<file path="src/rtl/pipe_adder.sv">
// pipe_adder: WIDTH-bit adder/subtractor that adds one CHUNK-bit slice per pipeline stage.
// Defining PIPE_ADDER_OVF_EN adds the signed-overflow output ovf.
module pipe_adder #(
  parameter int WIDTH = 32,
  parameter int CHUNK = 8
) (
  input  logic             clk,
  input  logic             reset,
  input  logic             in_valid,
  input  logic [WIDTH-1:0] a,
  input  logic [WIDTH-1:0] b,
  input  logic             cin,
  input  logic             sub,
  output logic             out_valid,
  output logic [WIDTH-1:0] sum,
  output logic             cout
`ifdef PIPE_ADDER_OVF_EN
  ,
  output logic             ovf
`endif
);

  localparam int CHUNK_SAFE = (CHUNK < 1) ? 1 : CHUNK;
  localparam int STAGES     = WIDTH / CHUNK_SAFE;
  localparam int LAST       = STAGES - 1;

  if ((CHUNK < 1) || ((WIDTH % CHUNK_SAFE) != 0)) begin : g_param_check
    $error("pipe_adder: WIDTH (%0d) must be a positive multiple of CHUNK (%0d)", WIDTH, CHUNK);
  end

  function automatic logic [WIDTH-1:0] put_slice(
    input logic [WIDTH-1:0]      word,
    input logic [CHUNK_SAFE-1:0] slice,
    input int                    idx
  );
    logic [WIDTH-1:0] result;
    result = word;
    result[idx*CHUNK_SAFE +: CHUNK_SAFE] = slice;
    return result;
  endfunction

  // What each stage sees on its inputs, and what it produces
  logic [WIDTH-1:0]  a_stg_s   [STAGES];
  logic [WIDTH-1:0]  b_stg_s   [STAGES];
  logic [WIDTH-1:0]  s_stg_s   [STAGES];
  logic              c_stg_s   [STAGES];
  logic              v_stg_s   [STAGES];
  logic [CHUNK_SAFE:0] slice_s [STAGES];
  logic [WIDTH-1:0]  s_nxt_s   [STAGES];
  logic              c_nxt_s   [STAGES];

  // Stage registers; entry LAST doubles as the output register
  logic [WIDTH-1:0]  a_r [STAGES];
  logic [WIDTH-1:0]  b_r [STAGES];
  logic [WIDTH-1:0]  s_r [STAGES];
  logic              c_r [STAGES];
  logic              v_r [STAGES];

  for (genvar k = 0; k < STAGES; k++) begin : g_stage
    if (k == 0) begin : g_head
      // Subtraction is a + ~b + 1, so the inversion and forced carry happen up front
      assign a_stg_s[k] = a;
      assign b_stg_s[k] = sub ? ~b : b;
      assign c_stg_s[k] = sub ? 1'b1 : cin;
      assign s_stg_s[k] = {WIDTH{1'b0}};
      assign v_stg_s[k] = in_valid;
    end else begin : g_tail
      assign a_stg_s[k] = a_r[k-1];
      assign b_stg_s[k] = b_r[k-1];
      assign c_stg_s[k] = c_r[k-1];
      assign s_stg_s[k] = s_r[k-1];
      assign v_stg_s[k] = v_r[k-1];
    end

    assign slice_s[k] = {1'b0, a_stg_s[k][k*CHUNK_SAFE +: CHUNK_SAFE]}
                      + {1'b0, b_stg_s[k][k*CHUNK_SAFE +: CHUNK_SAFE]}
                      + {{CHUNK_SAFE{1'b0}}, c_stg_s[k]};
    assign s_nxt_s[k] = put_slice(s_stg_s[k], slice_s[k][CHUNK_SAFE-1:0], k);
    assign c_nxt_s[k] = slice_s[k][CHUNK_SAFE];
  end

  // Advance the pipeline; data only moves with a valid token so the outputs hold across bubbles
  always_ff @(posedge clk) begin
    if (reset) begin
      for (int k = 0; k < STAGES; k++) begin
        v_r[k] <= 1'b0;
        s_r[k] <= {WIDTH{1'b0}};
        c_r[k] <= 1'b0;
      end
    end else begin
      for (int k = 0; k < STAGES; k++) begin
        v_r[k] <= v_stg_s[k];
        if (v_stg_s[k]) begin
          a_r[k] <= a_stg_s[k];
          b_r[k] <= b_stg_s[k];
          s_r[k] <= s_nxt_s[k];
          c_r[k] <= c_nxt_s[k];
        end
      end
    end
  end

  assign out_valid = v_r[LAST];
  assign sum       = s_r[LAST];
  assign cout      = c_r[LAST];

`ifdef PIPE_ADDER_OVF_EN
  logic ovf_r;

  // Signed overflow: operands share a sign bit that the result does not
  always_ff @(posedge clk) begin
    if (reset) begin
      ovf_r <= 1'b0;
    end else if (v_stg_s[LAST]) begin
      ovf_r <= (a_stg_s[LAST][WIDTH-1] == b_stg_s[LAST][WIDTH-1])
            && (s_nxt_s[LAST][WIDTH-1] != a_stg_s[LAST][WIDTH-1]);
    end
  end

  assign ovf = ovf_r;
`endif

endmodule

</file>
<file path="config.mk">
export PLATFORM = sky130hd
export DESIGN_NAME = pipe_adder
export DESIGN_NICKNAME = d
export VERILOG_FILES = /design/src/rtl/pipe_adder.sv
export SDC_FILE = /design/constraint.sdc
export NUM_CORES = 1
export LEC_CHECK = 0
export BUFFER_PORTS_ARGS = -buffer_cell sky130_fd_sc_hd__buf_2
export CORE_AREA = 5 5 85 166
export CTS_CLUSTER_DIAMETER = 80
export DETAILED_ROUTE_END_ITERATION = 10
export DIE_AREA = 0 0 90 171
export PLACE_DENSITY = 0.81
export SETUP_SLACK_MARGIN = 0.1
export SLEW_MARGIN = 40
export SYNTH_ARGS = -nofsm -noshare
export SYNTH_HDL_FRONTEND = slang
export SYNTH_SLANG_ARGS = --single-unit
export TNS_END_PERCENT = 1
</file>
<file path="constraint.sdc">
create_clock -name clk -period 5.8 [get_ports clk]
set_input_delay 0.87 -clock clk [delete_from_list [all_inputs] [get_ports clk]]
set_output_delay 0.87 -clock clk [all_outputs]
set_load 0.02 [all_outputs]
</file>
==> impl_metrics.toml <==
[outcome]
outcome = "finished, final reports clean"

[cts]
tritoncts = "built"
cts-root-to-sink-buffers = 2
cts_num_sinks = 184
clkSlewWorstSetupHoldPaths_ns = 0.06
h-tree-depth = 4
clock_latency_late_sink_ns = 0.43
ctsRootBufferMaster = "sky130_fd_sc_hd__clkbuf_16"
cts_buffers = 17
post_cts_hold_buffer_count = 0
postCtsSetupBuffers = 0
cts_resized = 0

[floorplanning]
fp.dieArea_um2 = 15400
fp-row-count = 59
i_o_pin_total = 103
die_w_um = 90
die_h_um = 171
floorplan.initialDensity = 0.605
core_region_area_um2 = 12800

[setup_path]
crit_startpoint = "sub"
critical_path.endpoint_type = "register"
worst-setup-path-type = "in2reg"
max_fanout_on_critical_path = 33
crit_path_top_delay_cell = "sky130_fd_sc_hd__fa_1"
timing.critical_path.arrival_ns = 3.07
critical_path.cell_chain = "buf_4 -> or2_2 -> fa_1 -> inv_1 -> fa_1 -> nor2b_1 -> o31a_1 -> o31a_1 -> o31a_1"
critPathMostFrequentCell = "sky130_fd_sc_hd__o31a_1"
startpoint_type = "input port"
r2r_start = "b_r[1][16]$_DFFE_PP_"
worst_path_largest_cell_delay_ns = 0.43
critPathTopFamily = "compound AO/OA/AOI/OAI gates"
critPathBufInv = 2
timing.critical_path.required_ns = 5.98

[power]
power.switching_w = 0.000636
internal_power_w = 0.00217
part_of_the_total_power_dissipated_in_combinational_logic = 0.072
power_leakage_nw = 3.56
power_density_nw_per_um2 = 314
peakVddDrop_uv = 331
power_frac_seq = 0.550
clock_power_share = 0.378
power.switching_fraction = 0.227

[run]
drv_cap = 0

[detailed_routing]
num_vias = 4177
via_per_inst = 5.42
drt_wl_total_mm = 11.6
avgRoutedWirePerCell_um = 15.0
drt_pass1_iterations = 5
dr.first_iter.drc_count = 202
route.antenna.remaining_nets = 0
detail_route.drc_violations = 0

[logic_synthesis]
synth.distinct_cells = 43
synth_top_cell_by_area = "sky130_fd_sc_hd__edfxtp_1"
synthesis.instances = 496
asyncSetResetFlopFracSynth = 0
synth_area_um2 = 7730
synthFlopType = "sky130_fd_sc_hd__edfxtp_1"
synth_top_cells_by_count = "sky130_fd_sc_hd__edfxtp_1 (180), sky130_fd_sc_hd__and2_1 (54), sky130_fd_sc_hd__xor2_1 (32)"
postSynthNetCount = 601
post-synth-top-area-fraction = 0.699
synth.yosys.seq_area_share = 0.709
synth-seq-cells = 184
post_synth_edffs = 180
post_synth_main_area_contributors = "sky130_fd_sc_hd__edfxtp_1 (70%), sky130_fd_sc_hd__ha_1 (4.5%), sky130_fd_sc_hd__and2_1 (4.4%)"
yosysWarnings = 0
avgSynthCellArea_um2 = 15.6
synth_most_common_cell = "sky130_fd_sc_hd__edfxtp_1"

[sta]
fmax_mhz = 346
finalMaxSlewViolations = 0
layout_min_cycle_time_ns = 2.89
finalSetupViolations = 0
max_slew.worst_pin.slew_ns = 0.720
fin_skew_ns = 0.0117
rsz0062_at_grt = "no"
tns_ns = 0
final-hold-violation-count = 0
maxSlewHeadroom = 0.520
final_min_period_over_clock_period = 0.499

[placed_design]
routabilityCongestion = 0.841
dp_hpwl_mm = 8.12
port-buffer-count = 102

[global_routing]
grt_pass1_vias = 4228
antenna_violations_before_repair = 0
globalRoute.totalOverflow = 0
gr-usage-all-layers = 0.160
maximum_number_of_pins_on_one_net_before_global_route_repair = 54
global_route_wire_length_before_repair_mm = 19.5

[finish]
nFillCells = 869
finalNetCount = 711
area_used_by_multi_input_combinational_logic_um2 = 2130
drive_above_1_share = 0.229
antenna_cells_inserted = 0
fin_util = 0.700
area_delta_synth_final_pct = 15.6
total_area_of_sequential_cells_um2 = 5490

[hold_path]
hold_path.class = "reg2reg"
timing.hold.worst.start = "b_r[0][20]$_DFFE_PP_"
[state kept, by name, summed over array words and instances (netlist names)]
| register | flops |
|---|---|
| a_r | 48 |
| c_r | 4 |
| v_r | 4 |
| b_r | 48 |
| s_r | 80 |
[worst paths after layout]
check,to,slack [ns],cells past startpoint
worst min-delay path,b_r[1][20]$_DFFE_PP_,0.42,0
worst min register to register,b_r[1][20]$_DFFE_PP_,0.42,0
worst max register to register,s_r[2][22]$_SDFFCE_PN0P_,3.31,6
worst max-delay path,c_r[0]$_SDFFCE_PN0P_,2.91,9
[worst reg2reg max path: cells and delay by family (launching register included)]
family	cells	cell delay (ns)
AO/OA/AOI/OAI	3	0.76
adder cells (fa/ha/maj)	2	0.99
flip-flops	1	0.42
AND/OR/NAND/NOR	1	0.08
[logic make-up after synthesis]
kind of cell	count (synthesis)	synth area share
muxes	3	0.00388
DFF	184	0.709
xor gates and xnor gates	34	0.0385
adders and majority gates	36	0.0660
and+or+nand+nor	126	0.0937
buffers and inverters	28	0.0149
AOI/OAI and AO/OA	85	0.0735
[layout make-up]
| type | instances | area share |
|---|---|---|
| repair buffers | 103 | 0.0583 |
| well taps | 152 | 0.0213 |
| inverters | 16 | 0.00700 |
| multi-input cells | 284 | 0.239 |
| clock buffers | 18 | 0.0480 |
| clock inverters | 14 | 0.0129 |
| flip-flops and latches | 184 | 0.614 |
[metrics by stage]
step	total power (W)	cells	hold slack (ns)	worst slack, ns	instance area (µm²)
after floorplan	0.00171	496	0.400	2.65	7730
after detailed placement	0.00177	739	0.405	2.17	8390
final	0.00281	771	0.417	2.91	8930
after CTS	0.00282	771	0.419	2.61	8930
after global routing	0.00291	771	0.424	2.79	8930
after global placement	0.00176	739	0.401	2.28	8380
[power by group through the flow]
stage          Combinational (W)  Clock (W)  Sequential, W
5_1_grt                 0.000225    0.00114        0.00155
3_3_place_gp            0.000190          0        0.00157
2_1_floorplan           0.000127          0        0.00158
6_report                0.000201    0.00106        0.00154
3_5_place_dp            0.000200          0        0.00157
4_1_cts                 0.000202    0.00108        0.00154
[routing by layer]
layer,global-route usage,part of all wire
met4,0.0648,0.027
met2,0.278,0.53
met5,0,0
met3,0.0585,0.063
met1,0.177,0.38
[cell usage in the layout, fill, tap and decap left out, types with 3 or more instances in the layout]
cell type and count:
sky130_fd_sc_hd__edfxtp_1 180, sky130_fd_sc_hd__dfxtp_1 4, sky130_fd_sc_hd__mux2i_1 3, sky130_fd_sc_hd__a21o_1 6, sky130_fd_sc_hd__nor2_1 23, sky130_fd_sc_hd__a211oi_1 17, sky130_fd_sc_hd__inv_8 3, sky130_fd_sc_hd__ha_1 28
sky130_fd_sc_hd__fa_1 8, sky130_fd_sc_hd__inv_6 5, sky130_fd_sc_hd__buf_2 101, sky130_fd_sc_hd__inv_1 14, sky130_fd_sc_hd__nand2_1 4, sky130_fd_sc_hd__o2111ai_1 3, sky130_fd_sc_hd__nand2b_1 6, sky130_fd_sc_hd__nor4_1 4
sky130_fd_sc_hd__o21a_1 9, sky130_fd_sc_hd__o21ai_0 24, sky130_fd_sc_hd__a21oi_1 9, sky130_fd_sc_hd__or2_2 5, sky130_fd_sc_hd__xor2_1 32, sky130_fd_sc_hd__a31oi_1 5, sky130_fd_sc_hd__nor3_1 13, sky130_fd_sc_hd__clkbuf_16 17
sky130_fd_sc_hd__nand3_1 4, sky130_fd_sc_hd__and2_1 54, sky130_fd_sc_hd__o31a_1 4
No activity file was read; power rests on OpenSTA's default activity.
